## src/rtl/cfg_chain_loader_pkg.sv

```systemverilog
// Shared types and helpers for the configuration-chain loader and its word serdes.
package cfg_chain_loader_pkg;

  typedef enum logic [2:0] {
    ST_IDLE = 3'd0,
    ST_CLR  = 3'd1,
    ST_LOAD = 3'd2,
    ST_READ = 3'd3,
    ST_FIN  = 3'd4
  } state_e;

  localparam logic MODE_LOAD = 1'b0;
  localparam logic MODE_READ = 1'b1;

  function automatic int words_per_chain(input int chain_len, input int word_w);
    return (chain_len + word_w - 1) / word_w;
  endfunction

endpackage

```

## src/rtl/cfg_word_serdes.sv

```systemverilog
// Word-wide shift register with bit index: serialises LSB first in load mode,
// deserialises LSB first with zero padding in readback mode.
module cfg_word_serdes #(
  parameter int WORD_W = 32
) (
  input  logic              clk,
  input  logic              reset,
  input  logic              clear_i,
  input  logic              mode_i,
  input  logic              load_i,
  input  logic [WORD_W-1:0] data_i,
  input  logic              shift_i,
  input  logic              last_i,
  input  logic              bit_i,
  output logic              bit_o,
  output logic              empty_o,
  output logic              final_o,
  output logic              word_done_o,
  output logic [WORD_W-1:0] word_o
);

  localparam int IDX_W = (WORD_W > 1) ? $clog2(WORD_W) : 1;
  localparam logic [IDX_W-1:0] IDX_LAST = IDX_W'(WORD_W - 1);

  logic [WORD_W-1:0] sh_q, sh_d;
  logic [IDX_W-1:0]  idx_q, idx_d;
  logic              valid_q, valid_d;
  logic              word_end;

  assign word_end    = (idx_q == IDX_LAST) || last_i;
  assign bit_o       = sh_q[0];
  assign empty_o     = !valid_q;
  assign final_o     = valid_q && (idx_q == IDX_LAST);
  assign word_done_o = mode_i && shift_i && word_end;
  // The register is kept zero above the index, so OR-ing in the new bit pads for free.
  assign word_o      = sh_q | (WORD_W'(bit_i) << idx_q);

  always_comb begin
    sh_d    = sh_q;
    idx_d   = idx_q;
    valid_d = valid_q;
    if (clear_i) begin
      sh_d    = '0;
      idx_d   = '0;
      valid_d = 1'b0;
    end else if (!mode_i) begin
      if (shift_i) begin
        sh_d = sh_q >> 1;
        if (word_end) begin
          idx_d   = '0;
          valid_d = 1'b0;
        end else begin
          idx_d = idx_q + 1'b1;
        end
      end
      // A load during the final shift keeps the buffer full with no bubble.
      if (load_i) begin
        sh_d    = data_i;
        idx_d   = '0;
        valid_d = 1'b1;
      end
    end else if (shift_i) begin
      if (word_end) begin
        sh_d  = '0;
        idx_d = '0;
      end else begin
        sh_d  = word_o;
        idx_d = idx_q + 1'b1;
      end
    end
  end

  always_ff @(posedge clk or posedge reset) begin
    if (reset) begin
      sh_q    <= '0;
      idx_q   <= '0;
      valid_q <= 1'b0;
    end else begin
      sh_q    <= sh_d;
      idx_q   <= idx_d;
      valid_q <= valid_d;
    end
  end

endmodule

```

## src/rtl/cfg_chain_loader.sv

```systemverilog
// Sequences a PE serial configuration chain: clear-and-load from words, or
// non-destructive recirculating readback into words.
module cfg_chain_loader
  import cfg_chain_loader_pkg::*;
#(
  parameter int WORD_W    = 32,
  parameter int CHAIN_LEN = 64
) (
  input  logic              clk,
  input  logic              reset,
  input  logic              cfg_start,
  input  logic              cfg_mode,
  input  logic [WORD_W-1:0] wr_data,
  input  logic              wr_valid,
  output logic              wr_ready,
  output logic [WORD_W-1:0] rd_data,
  output logic              rd_valid,
  input  logic              rd_ready,
  output logic              busy,
  output logic              done,
  output logic              err,
  output logic              config_reset,
  output logic              config_clk_en,
  output logic              config_in,
  input  logic              config_out
);

  localparam int CNT_W   = $clog2(CHAIN_LEN + 1);
  localparam int N_WORDS = words_per_chain(CHAIN_LEN, WORD_W);
  localparam int WCNT_W  = (N_WORDS > 1) ? $clog2(N_WORDS) : 1;
  localparam logic [CNT_W-1:0]  LAST_BIT  = CNT_W'(CHAIN_LEN - 1);
  localparam logic [CNT_W-1:0]  ALL_BITS  = CNT_W'(CHAIN_LEN);
  localparam logic [WCNT_W-1:0] LAST_WORD = WCNT_W'(N_WORDS - 1);

  state_e              state_q, state_d;
  logic [CNT_W-1:0]    bit_cnt_q, bit_cnt_d;
  logic [WCNT_W-1:0]   word_cnt_q, word_cnt_d;
  logic                err_q, err_d;
  logic                rd_valid_q, rd_valid_d;
  logic [WORD_W-1:0]   rd_data_q, rd_data_d;

  logic                start_accept, at_last_bit, chain_done, rd_accept;
  logic                ser_clear, ser_mode, ser_load, ser_shift;
  logic                ser_bit, ser_empty, ser_final, ser_word_done;
  logic [WORD_W-1:0]   ser_word;

  assign start_accept = (state_q == ST_IDLE) && cfg_start;
  assign at_last_bit  = (bit_cnt_q == LAST_BIT);
  assign chain_done   = (bit_cnt_q == ALL_BITS);
  assign rd_accept    = rd_valid_q && rd_ready;

  assign err      = err_q;
  assign rd_valid = rd_valid_q;
  assign rd_data  = rd_data_q;

  cfg_word_serdes #(
    .WORD_W (WORD_W)
  ) u_serdes (
    .clk         (clk),
    .reset       (reset),
    .clear_i     (ser_clear),
    .mode_i      (ser_mode),
    .load_i      (ser_load),
    .data_i      (wr_data),
    .shift_i     (ser_shift),
    .last_i      (at_last_bit),
    .bit_i       (config_out),
    .bit_o       (ser_bit),
    .empty_o     (ser_empty),
    .final_o     (ser_final),
    .word_done_o (ser_word_done),
    .word_o      (ser_word)
  );

  always_ff @(posedge clk or posedge reset) begin
    if (reset) begin
      state_q <= ST_IDLE;
    end else begin
      state_q <= state_d;
    end
  end

  always_comb begin
    state_d = state_q;
    case (state_q)
      ST_IDLE: if (cfg_start) state_d = (cfg_mode == MODE_LOAD) ? ST_CLR : ST_READ;
      ST_CLR:  state_d = ST_LOAD;
      ST_LOAD: if (ser_shift && at_last_bit) state_d = ST_FIN;
      ST_READ: if (rd_accept && (word_cnt_q == LAST_WORD)) state_d = ST_FIN;
      ST_FIN:  state_d = ST_IDLE;
      default: state_d = ST_IDLE;
    endcase
  end

  always_comb begin
    busy          = 1'b0;
    done          = 1'b0;
    config_reset  = 1'b0;
    config_clk_en = 1'b0;
    config_in     = 1'b0;
    wr_ready      = 1'b0;
    ser_clear     = start_accept;
    ser_mode      = (state_q == ST_READ);
    ser_load      = 1'b0;
    ser_shift     = 1'b0;
    case (state_q)
      ST_CLR: begin
        busy         = 1'b1;
        config_reset = 1'b1;
      end
      ST_LOAD: begin
        busy          = 1'b1;
        ser_shift     = !ser_empty;
        config_clk_en = ser_shift;
        config_in     = ser_shift && ser_bit;
        // No new word once the final chain bit is leaving; its leftovers are dropped.
        wr_ready      = (ser_empty || ser_final) && !(ser_shift && at_last_bit);
        ser_load      = wr_valid && wr_ready;
      end
      ST_READ: begin
        busy          = 1'b1;
        ser_shift     = !chain_done && (!rd_valid_q || rd_ready);
        config_clk_en = ser_shift;
        config_in     = ser_shift && config_out;
      end
      ST_FIN: begin
        busy = 1'b1;
        done = 1'b1;
      end
      default: ;
    endcase
  end

  always_comb begin
    bit_cnt_d  = bit_cnt_q;
    word_cnt_d = word_cnt_q;
    err_d      = err_q;
    rd_valid_d = rd_valid_q;
    rd_data_d  = rd_data_q;
    if (start_accept) begin
      bit_cnt_d  = '0;
      word_cnt_d = '0;
      err_d      = 1'b0;
      rd_valid_d = 1'b0;
    end else begin
      if (ser_shift) bit_cnt_d = bit_cnt_q + 1'b1;
      // A cleared chain must return zeros while the new bitstream pushes it out.
      if ((state_q == ST_LOAD) && ser_shift && config_out) err_d = 1'b1;
      if ((state_q == ST_READ) && rd_accept) word_cnt_d = word_cnt_q + 1'b1;
      if (ser_word_done) begin
        rd_valid_d = 1'b1;
        rd_data_d  = ser_word;
      end else if (rd_accept) begin
        rd_valid_d = 1'b0;
      end
    end
  end

  always_ff @(posedge clk or posedge reset) begin
    if (reset) begin
      bit_cnt_q  <= '0;
      word_cnt_q <= '0;
      err_q      <= 1'b0;
      rd_valid_q <= 1'b0;
      rd_data_q  <= '0;
    end else begin
      bit_cnt_q  <= bit_cnt_d;
      word_cnt_q <= word_cnt_d;
      err_q      <= err_d;
      rd_valid_q <= rd_valid_d;
      rd_data_q  <= rd_data_d;
    end
  end

endmodule

```

## config.mk

```make
export PLATFORM = sky130hd
export DESIGN_NAME = cfg_chain_loader
export DESIGN_NICKNAME = d
export VERILOG_FILES = /design/src/rtl/cfg_chain_loader_pkg.sv /design/src/rtl/cfg_word_serdes.sv /design/src/rtl/cfg_chain_loader.sv
export SDC_FILE = /design/constraint.sdc
export NUM_CORES = 1
export LEC_CHECK = 0
export ABC_AREA = 0
export BUFFER_PORTS_ARGS = -buffer_cell sky130_fd_sc_hd__buf_2
export CAP_MARGIN = 20
export CELL_PAD_IN_SITES_DETAIL_PLACEMENT = 1
export CELL_PAD_IN_SITES_GLOBAL_PLACEMENT = 2
export CORE_UTILIZATION = 34
export CTS_CLUSTER_SIZE = 25
export DETAILED_ROUTE_END_ITERATION = 6
export GPL_TIMING_DRIVEN = 0
export PLACE_DENSITY_LB_ADDON = 0.12
export SYNTH_ARGS = -nofsm -noshare
export SYNTH_HDL_FRONTEND = slang
export SYNTH_SLANG_ARGS = --single-unit
```

## constraint.sdc

```tcl
create_clock -name clk -period 3.1 [get_ports clk]
set_input_delay 0.155 -clock clk [delete_from_list [all_inputs] [get_ports clk]]
set_output_delay 0.155 -clock clk [all_outputs]
set_load 0.1 [all_outputs]
```

# Yosys cells after proc, flatten, opt, wreduce, memory -nomap -nowiden
# Index checks and enable logic that the tools add are counted.
[word_totals]
elab_cells = 99
out_inout_bits = 40
in_bits = 39
reg_bits = 83
[op_classes]
n_eq_ne = 12
bitwise = 2
addsub = 3
n_mux = 37
shifts = 1
n_reduce_logical = 35
[ops]
columns = ["operator", "n"]
rows = [
  ["32-bit two-way mux", 6],
  ["32-bit OR", 1],
  ["1-bit by 5-bit << shifter with 32-bit output", 1],
  ["5-bit two-way mux", 5],
  ["1-bit two-way mux", 17],
  ["1-bit logical AND", 16],
  ["7-bit two-way mux", 2],
  ["3-bit case mux with 4 select lines", 1],
  ["3-bit two-way mux", 3],
  ["3-bit nonzero test", 3],
  ["2-bit != test (second input constant)", 4],
  ["7-bit by 1-bit adder with 7-bit output (second input constant)", 1],
  ["7-bit by 6-bit == test with 1-bit output (second input constant)", 1],
  ["7-bit == test (second input constant)", 1],
  ["3-bit by 2-bit == test with 1-bit output (second input constant)", 2],
  ["3-bit AND reduction", 2],
  ["2-bit nonzero test", 3],
  ["5-bit by 1-bit adder with 5-bit output (second input constant)", 1],
  ["5-bit == test (second input constant)", 1],
  ["1-bit zero test", 4],
  ["1-bit case mux with 2 select lines", 2],
  ["2-bit AND reduction", 2],
  ["4-bit OR reduction", 1],
  ["3-bit by 1-bit == test with 1-bit output (second input constant)", 1],
  ["other kinds (7)", 9],
]

# Longest topological paths before layout
# Gate-level depths: netlist (run 1).
[logic_depth]
depth_word = 9
depth_mapped = 10
depth_no_buf = 8

# Modules after synthesis
# Synthesis (run 1) repeated with hierarchy kept, for this count alone.
[unflattened]
hier_cells = 506
area_unflattened_um2 = 5275.1
[modules_own_cells]
columns = ["mod", "seq_area_each_um2", "cells_each", "instances", "area_per_inst_um2"]
rows = [
  ["cfg_word_serdes", 950.9, 349, 1, 3256.9],
  ["cfg_chain_loader", 1126.1, 157, 1, 2018.2],
]

# Worst setup path after synthesis (run 1)
# Ideal clock, no wire load.
[synth_timing]
path_type = "register to output"
start = "reg rd_valid_q, in the netlist rd_valid"
end = "out config_in"
path_buffers = 0
path_stages_with_launch = 4
slack_ps = -502
required_ps = 2945
arrival_ps = 3447
path_cell_list = "dfrtp_1 nor2b_1 a211o_1 o21ai_0"
[synth_between]
elab_chain_cells = 5
[synth_rtl]
columns = ["element", "line", "text"]
rows = [
  ["start, declared", "cfg_chain_loader.sv:39", "logic rd_valid_q, rd_valid_d;"],
  ["start signal, assigned", "cfg_chain_loader.sv:170", "rd_valid_q <= rd_valid_d;"],
  ["1-bit zero test", "cfg_chain_loader.sv:122", "ser_shift = !chain_done && (!rd_valid_q || rd_ready);"],
  ["1-bit logical OR", "cfg_chain_loader.sv:122", ""],
  ["1-bit logical AND", "cfg_chain_loader.sv:122", ""],
  ["1-bit logical AND", "cfg_chain_loader.sv:124", "config_in = ser_shift && config_out;"],
  ["1-bit case mux with 2 select lines", "cfg_chain_loader.sv:106", "case (state_q)"],
  ["end, declared", "cfg_chain_loader.sv:24", "output logic config_in,"],
]
# Every way passes these cells.

# Worst setup path after layout (run 1)
[layout_timing]
start = "reg u_serdes.idx_q[0]"
end = "reg u_serdes.sh_q[28]"
[layout_between]
elab_chain_cells = 9
elab_cells_between_ends = 16
cone_classes = "eq/ne: 1; shift: 1; mux: 6; bitwise: 1; reduce/logical: 7"
[layout_rtl]
columns = ["element", "line", "text"]
rows = [
  ["start, declared", "cfg_word_serdes.sv:26", "logic [IDX_W-1:0] idx_q, idx_d;"],
  ["start signal, assigned", "cfg_word_serdes.sv:80", "idx_q <= idx_d;"],
  ["5-bit == test", "cfg_word_serdes.sv:30, cfg_word_serdes.sv:33", ""],
  ["1-bit logical AND", "cfg_word_serdes.sv:33", "assign final_o = valid_q && (idx_q == IDX_LAST);"],
  ["1-bit logical OR", "cfg_chain_loader.sv:117", "wr_ready = (ser_empty || ser_final) && !(ser_shift && at_last_bit);"],
  ["1-bit logical AND", "cfg_chain_loader.sv:117", ""],
  ["1-bit logical AND", "cfg_chain_loader.sv:118", "ser_load = wr_valid && wr_ready;"],
  ["1-bit two-way mux", "cfg_chain_loader.sv:106", ""],
  ["32-bit two-way mux", "cfg_word_serdes.sv:57", "if (load_i) begin"],
  ["32-bit two-way mux", "cfg_word_serdes.sv:46", "end else if (!mode_i) begin"],
  ["32-bit two-way mux", "cfg_word_serdes.sv:42", "if (clear_i) begin"],
  ["end signal, assigned", "cfg_word_serdes.sv:75", "sh_q <= '0;"],
  ["end signal, assigned", "cfg_word_serdes.sv:79", "sh_q <= sh_d;"],
  ["end, declared", "cfg_word_serdes.sv:25", "logic [WORD_W-1:0] sh_q, sh_d;"],
]
# Several ways; a longest one is shown, not always the timed one. The select of a mux whose other input is x is not followed.
# A chain may end at the register's enable or synchronous reset.

==> metrics.md, run 1 <==
| Metric | Value |
|---|---|
| DRC violations left | 0 |
| DIE AREA | 0.0132 mm^2 |
| Initial DRC Count | 196 |
| FF-to-FF path depth | 9 |
| Worst path bufs/invs | 2 |
| Final min period | 2830 ps |
| Post-DP Area | 0.00497 mm^2 |
| Placer Congestion | 0.799 |
| Status | finished, final reports clean |
| Crit-path leading delay family | buffers and inverters |
| N_diodes | 0 |
| Gr usage total | 0.234 |
| RSZ-0062 raised after global routing | false |
| Hold path cells | 3 |
| Min-Delay Path Class | in -> reg |
| Final setup violation count | 0 |
| Reg2Reg Setup Slack | 270 ps |
| Yosys warnings | 0 |
| Mux share of post-synthesis cell area | 0.00924 |
| Die Span Y | 115 um |
| Seq/Total Area, Yosys | 0.479 |
| Fmax | 353 MHz |
| Cells after Synth | 482 |
| Ys async rst share | 1.00 |
| CTS max path bufs | 2 |
| Critical path class | reg -> reg |
| Synth area leader | dfrtp_1 |
| Grt ovf | 0 |
| Top post-synthesis cells by area | dfrtp_1, a21oi_1, o21ai_0 |
| CP max FO | 10 |
| Starting Density | 0.355 |
| Syn nets | 525 |
| Reg2reg end | u_serdes.sh_q[28] |
| Root buffer cell | clkbuf_16 |
| CTS tree | yes |
| Largest family of logic cells by synthesized area | compound AO/OA/AOI/OAI gates |
| Mapped cell area | 0.00433 mm^2 |
| Post-Synth XOR/XNOR Area | 0.00808 |
| Predominant post-synthesis flop cell | dfrtp_1 |
| Final wirelength | 14500 um |
| Max-slew violations | 0 |
| CP cell instances | ha_1 -> and3_1 -> ha_1 -> nand2b_1 -> nand4_1 -> buf_2 -> clkbuf_1 -> o21ai_0 -> a22o_1 |
| Number of CTS-inserted buffers | 9 |
| Comb pwr share | 0.479 |
| Power per cell area | 909 mW/mm^2 |
| Clock transition at path regs | 60 ps |
| Vias in the first global route | 4131 |
| Slew HR | 0.321 |
| Int Pwr | 2.66 mW |
| Via-to-Cell Ratio | 5.39 |
| Worst setup EP type | flop |
| Layout Skew | 7.92 ps |
| Layout cell share with drive strength beyond 1 | 0.207 |
| FF+latch count, synth | 83 |
| Yosys top cell area share | 0.479 |
| Setup_tns | 0 ps |
| Post-synthesis compound-gate area fraction | 0.284 |
| Post-CTS setup buffers | 0 |
| CP max-delay cell | dfrtp_1 |
| Pin count of the biggest net entering global routing | 55 |
| Final net count | 616 |
| Core Footprint | 0.0122 mm^2 |
| Tot Pwr | 4.74 mW |
| Die W | 115 um |
| Crit path launch | u_serdes.idx_q[0] |
| Clk network pwr share | 0.196 |
| Fin crit share | 0.913 |
| Worst-Skew Late Latency | 340 ps |
| MaxCap Viol Count | 0 |
| First-pass DRT Iterations | 4 |
| Leak | 2.45 nW |
| Worst path max stage delay | 460 ps |
| Synth cell types | 44 |
| Htree depth | 3 |
| Area grow syn2layout | 20.4% |
| Critical path destination | u_serdes.sh_q[28] |
| IO Pins | 79 |
| Routed WL per cell | 19.5 um |
| Sw frac | 0.439 |
| Number of buffers added on ports | 78 |
| Cell mode on critical path | ha_1 |
| CP arrival | 3060 ps |
| Psw | 2.08 mW |
| Max rail drop VDD | 0.438 mV |
| RR Startpoint | u_serdes.idx_q[0] |
| Worst path required time | 3330 ps |
| Via count | 3999 |
| DP Wirelength | 10200 um |
| Cell count after placement | 729 |
| Min Hold Slack | 69.6 ps |
| Commonest non-fill, non-tap cell in the layout | buf_2 |
| Simple-gate share of the synthesized area | 0.156 |
| Number of antenna violations at the first check in global routing | 0 |
| Fin. Hold Viols | 0 |
| Clk sink count | 83 |
| EDFF count, synth | 0 |
| Seq pwr share | 0.325 |
| Most frequent cells in the layout | buf_2, dfrtp_1, nor2_1, a21oi_1, o21ai_0 |
| Crit start category | flop |
| Fin area | 0.00522 mm^2 |
| Final cell count without fillers | 742 |
| Avg Synthesized Cell Area | 8.99 um^2 |
| Cell count along the critical path | 9 |
| Routed Antenna Nets | 0 |
| Worst Tran Pin Value | 1000 ps |
| Std cell rows | 40 |
| Adder-Cell Fraction of Synth Area | 0.0115 |
| Global-route wire length before repair | 23000 um |
==> metrics by stage <==
| step | worst slack [ps] | utilization |
|---|---|---|
| 5_1_grt | 87.6 | 0.427 |
| 3_5_place_dp | 302 | 0.407 |
| 6_report | 268 | 0.427 |
| 4_1_cts | 301 | 0.427 |
| 2_1_floorplan | 256 | - |
| 3_3_place_gp | -453 | 0.404 |
==> per-layer routing <==
metal	wire length, um	vias up	share of wire	GRT usage
met3	683	15	0.047	0.0401
li1	-	1907	-	-
met1	6800	1982	0.47	0.316
met4	219	0	0.015	0.0848
met5	0	-	0	0
met2	6790	95	0.47	0.378
==> power by group through the flow <==
| stage | Combinational (mW) | Sequential, mW | Clock (mW) |
|---|---|---|---|
| CTS | 2.29 | 1.54 | 0.959 |
| global placement | 2.23 | 1.54 | 0 |
| finish | 2.27 | 1.54 | 0.931 |
| floorplan | 1.67 | 1.52 | 0 |
| detailed placement | 2.28 | 1.55 | 0 |
| global route | 2.49 | 1.57 | 0.992 |
==> cell usage after synthesis (3+ instances only) <==
master,number
and3b_1,3
nor2_1,76
a21oi_1,70
xnor2_1,3
and3_1,6
o21ai_0,67
a22o_1,22
nor3b_1,4
mux2i_1,4
dfrtp_1,83
o21a_1,20
nand3b_1,3
buf_6,5
nand4_1,3
a32o_1,12
clkbuf_1,22
ha_1,4
nand2_1,14
nand3_1,5
inv_1,8
or2_2,11
buf_2,7
==> registers in the layout (all words and copies together), names as in the netlist <==
name	count
u_serdes.valid_q	1
err	1
rd_data	32
word_cnt_q	1
u_serdes.idx_q	5
state_q	3
rd_valid	1
u_serdes.sh_q	32
bit_cnt_q	7
==> how the worst min path moves through the flow <==
stage,startpoint,end,slack (ps)
after CTS,cfg_start,state_q[1],60
after floorplan,cfg_start,state_q[1],280
final,cfg_start,state_q[1],70
after global routing,cfg_start,state_q[1],90
after detailed placement,reset,rd_data[25],190
after global placement,cfg_start,state_q[1],400
==> worst register-to-register path, stage by stage (launching register included) <==
cell and delay [ps]:
dfrtp_1 460, ha_1 270, and3_1 190, ha_1 220, nand2b_1 160, nand4_1 150
buf_2 260, clkbuf_1 460, o21ai_0 330, a22o_1 250
==> final cells by class <==
cell class / count / area [um^2]
Fill cell: 1501 / 6990
Multi-Input combinational cell: 353 / 2040
Clock inverter: 1 / 5.00
Clock buffer: 11 / 233
Buffer: 38 / 196
Sequential cell: 83 / 2080
Timing Repair Buffer: 80 / 428
Tap cell: 168 / 210
Inverter: 8 / 32.5
==> timing repair <==
action	CTS	global route
hold buffers	1	0
endpoints found under the setup margin	0	0
hold endpoints to repair	29	0
resized for setup	0	0
==> cells by family after synthesis <==
logic type / count (synthesis)
AO/OA/AOI/OAI: 201
AND/OR/NAND/NOR: 140
flip-flops: 83
buffers and inverters: 46
XOR/XNOR: 4
multiplexers: 4
adder cells (fa/ha/maj): 4
Power figures use the tool's default switching activity.
==> run 2, diff against run 1 <==
--- a/config.mk
+++ b/config.mk
@@ -8,5 +8,4 @@
 export ABC_AREA = 0
 export BUFFER_PORTS_ARGS = -buffer_cell sky130_fd_sc_hd__buf_2
-export CAP_MARGIN = 20
 export CELL_PAD_IN_SITES_DETAIL_PLACEMENT = 1
 export CELL_PAD_IN_SITES_GLOBAL_PLACEMENT = 2
==> constraint.sdc (replaced) <==
create_clock -name clk -period 3.1 [get_ports clk]
set_input_delay 0.155 -clock clk [delete_from_list [all_inputs] [get_ports clk]]
set_output_delay 0.155 -clock clk [all_outputs]
set_load 0.05 [all_outputs]
==> run 2 against run 1 <==
Effect of this change: flip-flop and latch count unchanged; non-clock buffer count unchanged; via count up 1.2%; critical path depth unchanged.
==> metrics.md, run 2 (synthesis gave the netlist of run 1 again) <==
| Metric | Value |
|---|---|
| Crit start category | flop |
| Pin count of the biggest net entering global routing | 45 (-18%) |
| Final wirelength | 14600 um (+1.0%) |
| Power per cell area | 899 mW/mm^2 (-1.1%) |
| RR Startpoint | u_serdes.idx_q[0] |
| Routed Antenna Nets | 0 (unchanged) |
| Setup_tns | 0 ps (unchanged) |
| Root buffer cell | clkbuf_16 |
| Cell count after placement | 729 (unchanged) |
| Most frequent cells in the layout | buf_2, dfrtp_1, nor2_1, a21oi_1, o21ai_0 |
| FF-to-FF path depth | 9 (unchanged) |
| Worst Tran Pin Value | 922 ps (-82.4 ps) |
| Starting Density | 0.355 (unchanged) |
| Critical path destination | u_serdes.sh_q[28] |
| Fin crit share | 0.894 (-0.0198) |
| Comb pwr share | 0.444 (-0.035) |
| Final min period | 2770 ps (-61.4 ps) |
| IO Pins | 79 (unchanged) |
| Reg2reg end | u_serdes.sh_q[28] |
| DIE AREA | 0.0132 mm^2 (unchanged) |
| Worst-Skew Late Latency | 350 ps (about the same) |
| DRC violations left | 0 (unchanged) |
| CTS max path bufs | 2 (unchanged) |
| CP max FO | 10 (unchanged) |
| Vias in the first global route | 4162 (+0.75%) |
| CTS tree | yes |
| Psw | 1.96 mW (-5.8%) |
| Commonest non-fill, non-tap cell in the layout | buf_2 |
| Status | finished, final reports clean |
| Core Util, Final | 0.432 (+0.00471) |
| Routed WL per cell | 19.6 um (+0.47%) |
| Min-Delay Path Class | in -> reg |
| Die Span Y | 115 um (unchanged) |
| RSZ-0062 raised after global routing | false |
| Std cell rows | 40 (unchanged) |
| Fmax | 361 MHz (+2.2%) |
| Post-CTS setup buffers | 0 (unchanged) |
| Die W | 115 um (unchanged) |
| Crit path launch | u_serdes.idx_q[0] |
| Gr usage total | 0.240 (+0.00544) |
| Via-to-Cell Ratio | 5.42 (+0.66%) |
| CP arrival | 3010 ps (-50 ps) |
| Sw frac | 0.414 (-0.0253) |
| Resize count post-CTS | 0 (unchanged) |
| Post-DP Area | 0.00497 mm^2 (unchanged) |
| Grt ovf | 0 (unchanged) |
| Area grow syn2layout | 21.7% |
| Number of antenna violations at the first check in global routing | 0 (unchanged) |
| Clk sink count | 83 (unchanged) |
| Seq pwr share | 0.325 (about the same) |
| Worst path required time | 3340 ps (about the same) |
| Final net count | 616 (unchanged) |
| Layout Skew | 8.96 ps (+1.04 ps) |
| Number of buffers added on ports | 78 (unchanged) |
| # fillers | 1503 (+0.13%) |
| Worst setup EP type | flop |
| Via count | 4047 (+1.2%) |
| MaxCap Viol Count | 0 (unchanged) |
| Final setup violation count | 0 (unchanged) |
| Htree depth | 3 (unchanged) |
| Slew HR | 0.377 (+0.0557) |
| Clk network pwr share | 0.231 (+0.035) |
| Global-route wire length before repair | 23300 um (+1.6%) |
| Max-slew violations | 0 (unchanged) |
| Number of CTS-inserted buffers | 9 (unchanged) |
| Layout cell share with drive strength beyond 1 | 0.215 (+0.00722) |
| Fin. Hold Viols | 0 (unchanged) |
| Int Pwr | 2.78 mW (+4.5%) |
| Critical path class | reg -> reg |
| N_diodes | 0 (unchanged) |
| Fin area | 0.00528 mm^2 (+1.1%) |
| Leak | 2.48 nW (+1.1%) |
| Placer Congestion | 0.793 (-0.73%) |
| Initial DRC Count | 229 (+17%) |
| DP Wirelength | 10300 um (+1.0%) |
| First-pass DRT Iterations | 5 (+1) |
| Core Footprint | 0.0122 mm^2 (unchanged) |
| Clock transition at path regs | 60 ps (about the same) |
| Tot Pwr | 4.74 mW (about the same) |
| Hold_buf cts | 1 (unchanged) |
| Max rail drop VDD | 0.346 mV (-21%) |
| Reg2Reg Setup Slack | 330 ps (+60 ps) |
| Final cell count without fillers | 746 (+0.54%) |
-- run 2: cell types whose count changed in the layout (fill, tap and decap cells not counted), sizes merged --
cell | before | now
bufinv | 0 | 1
clkinv | 1 | 3
clkinvlp | 0 | 1
-- run 2: how the worst min path moves through the flow --
| stage | from | endpoint | slack [ps] | depth (start not counted) |
|---|---|---|---|---|
| CTS | cfg_start | state_q[1] | 50 | 3 |
| detailed placement | reset | rd_data[25] | 250 | 2 |
| global route | cfg_start | state_q[1] | 80 | 3 |
| global placement | cfg_start | state_q[1] | 400 | 3 |
| finish | cfg_start | state_q[1] | 60 | 3 |
| floorplan | cfg_start | state_q[1] | 280 | 2 |
-- run 2: cell type report --
class | instances | area (um^2) | share of cell area
clock inverters | 5 | 52.6 | 0.00996
inverters | 8 | 32.5 | 0.00617
well taps | 168 | 210 | 0.0398
multi-input cells | 353 | 2040 | 0.386
repair buffers | 80 | 428 | 0.0811
flip-flops and latches | 83 | 2080 | 0.394
plain buffers | 38 | 196 | 0.0372
clock buffers | 11 | 243 | 0.0460
-- run 2: worst max-delay path: stages, from the launching register on --
cell and delay, ps:
dfrtp_1 460, ha_1 260, and3_1 190, ha_1 220, nand2b_1 160, nand4_1 160, buf_2 260, clkbuf_1 430
o21ai_0 280, a22o_1 240
-- run 2: per-layer routing --
| layer | routed length [um] | vias to the layer above | global-route usage |
|---|---|---|---|
| met5 | 0 | - | 0 |
| met4 | 238 | 0 | 0.0866 |
| li1 | - | 1906 | - |
| met2 | 6830 | 87 | 0.391 |
| met1 | 7000 | 2036 | 0.321 |
| met3 | 565 | 18 | 0.0390 |
-- run 2: power groups by stage --
stage               clock, mW  combinational [mW]  sequential (mW)
global route             1.16                2.33             1.57
detailed placement          0                2.11             1.55
global placement            0                2.06             1.54
finish                   1.09                2.11             1.54
CTS                      1.12                2.13             1.53
floorplan                   0                1.52             1.51
-- run 2: per-stage QoR --
stage	worst slack (ps)	hold WS, ps
floorplan	745	284
global placement	-447	403
detailed placement	292	251
CTS	283	54.4
global route	103	76.4
finish	330	64.1
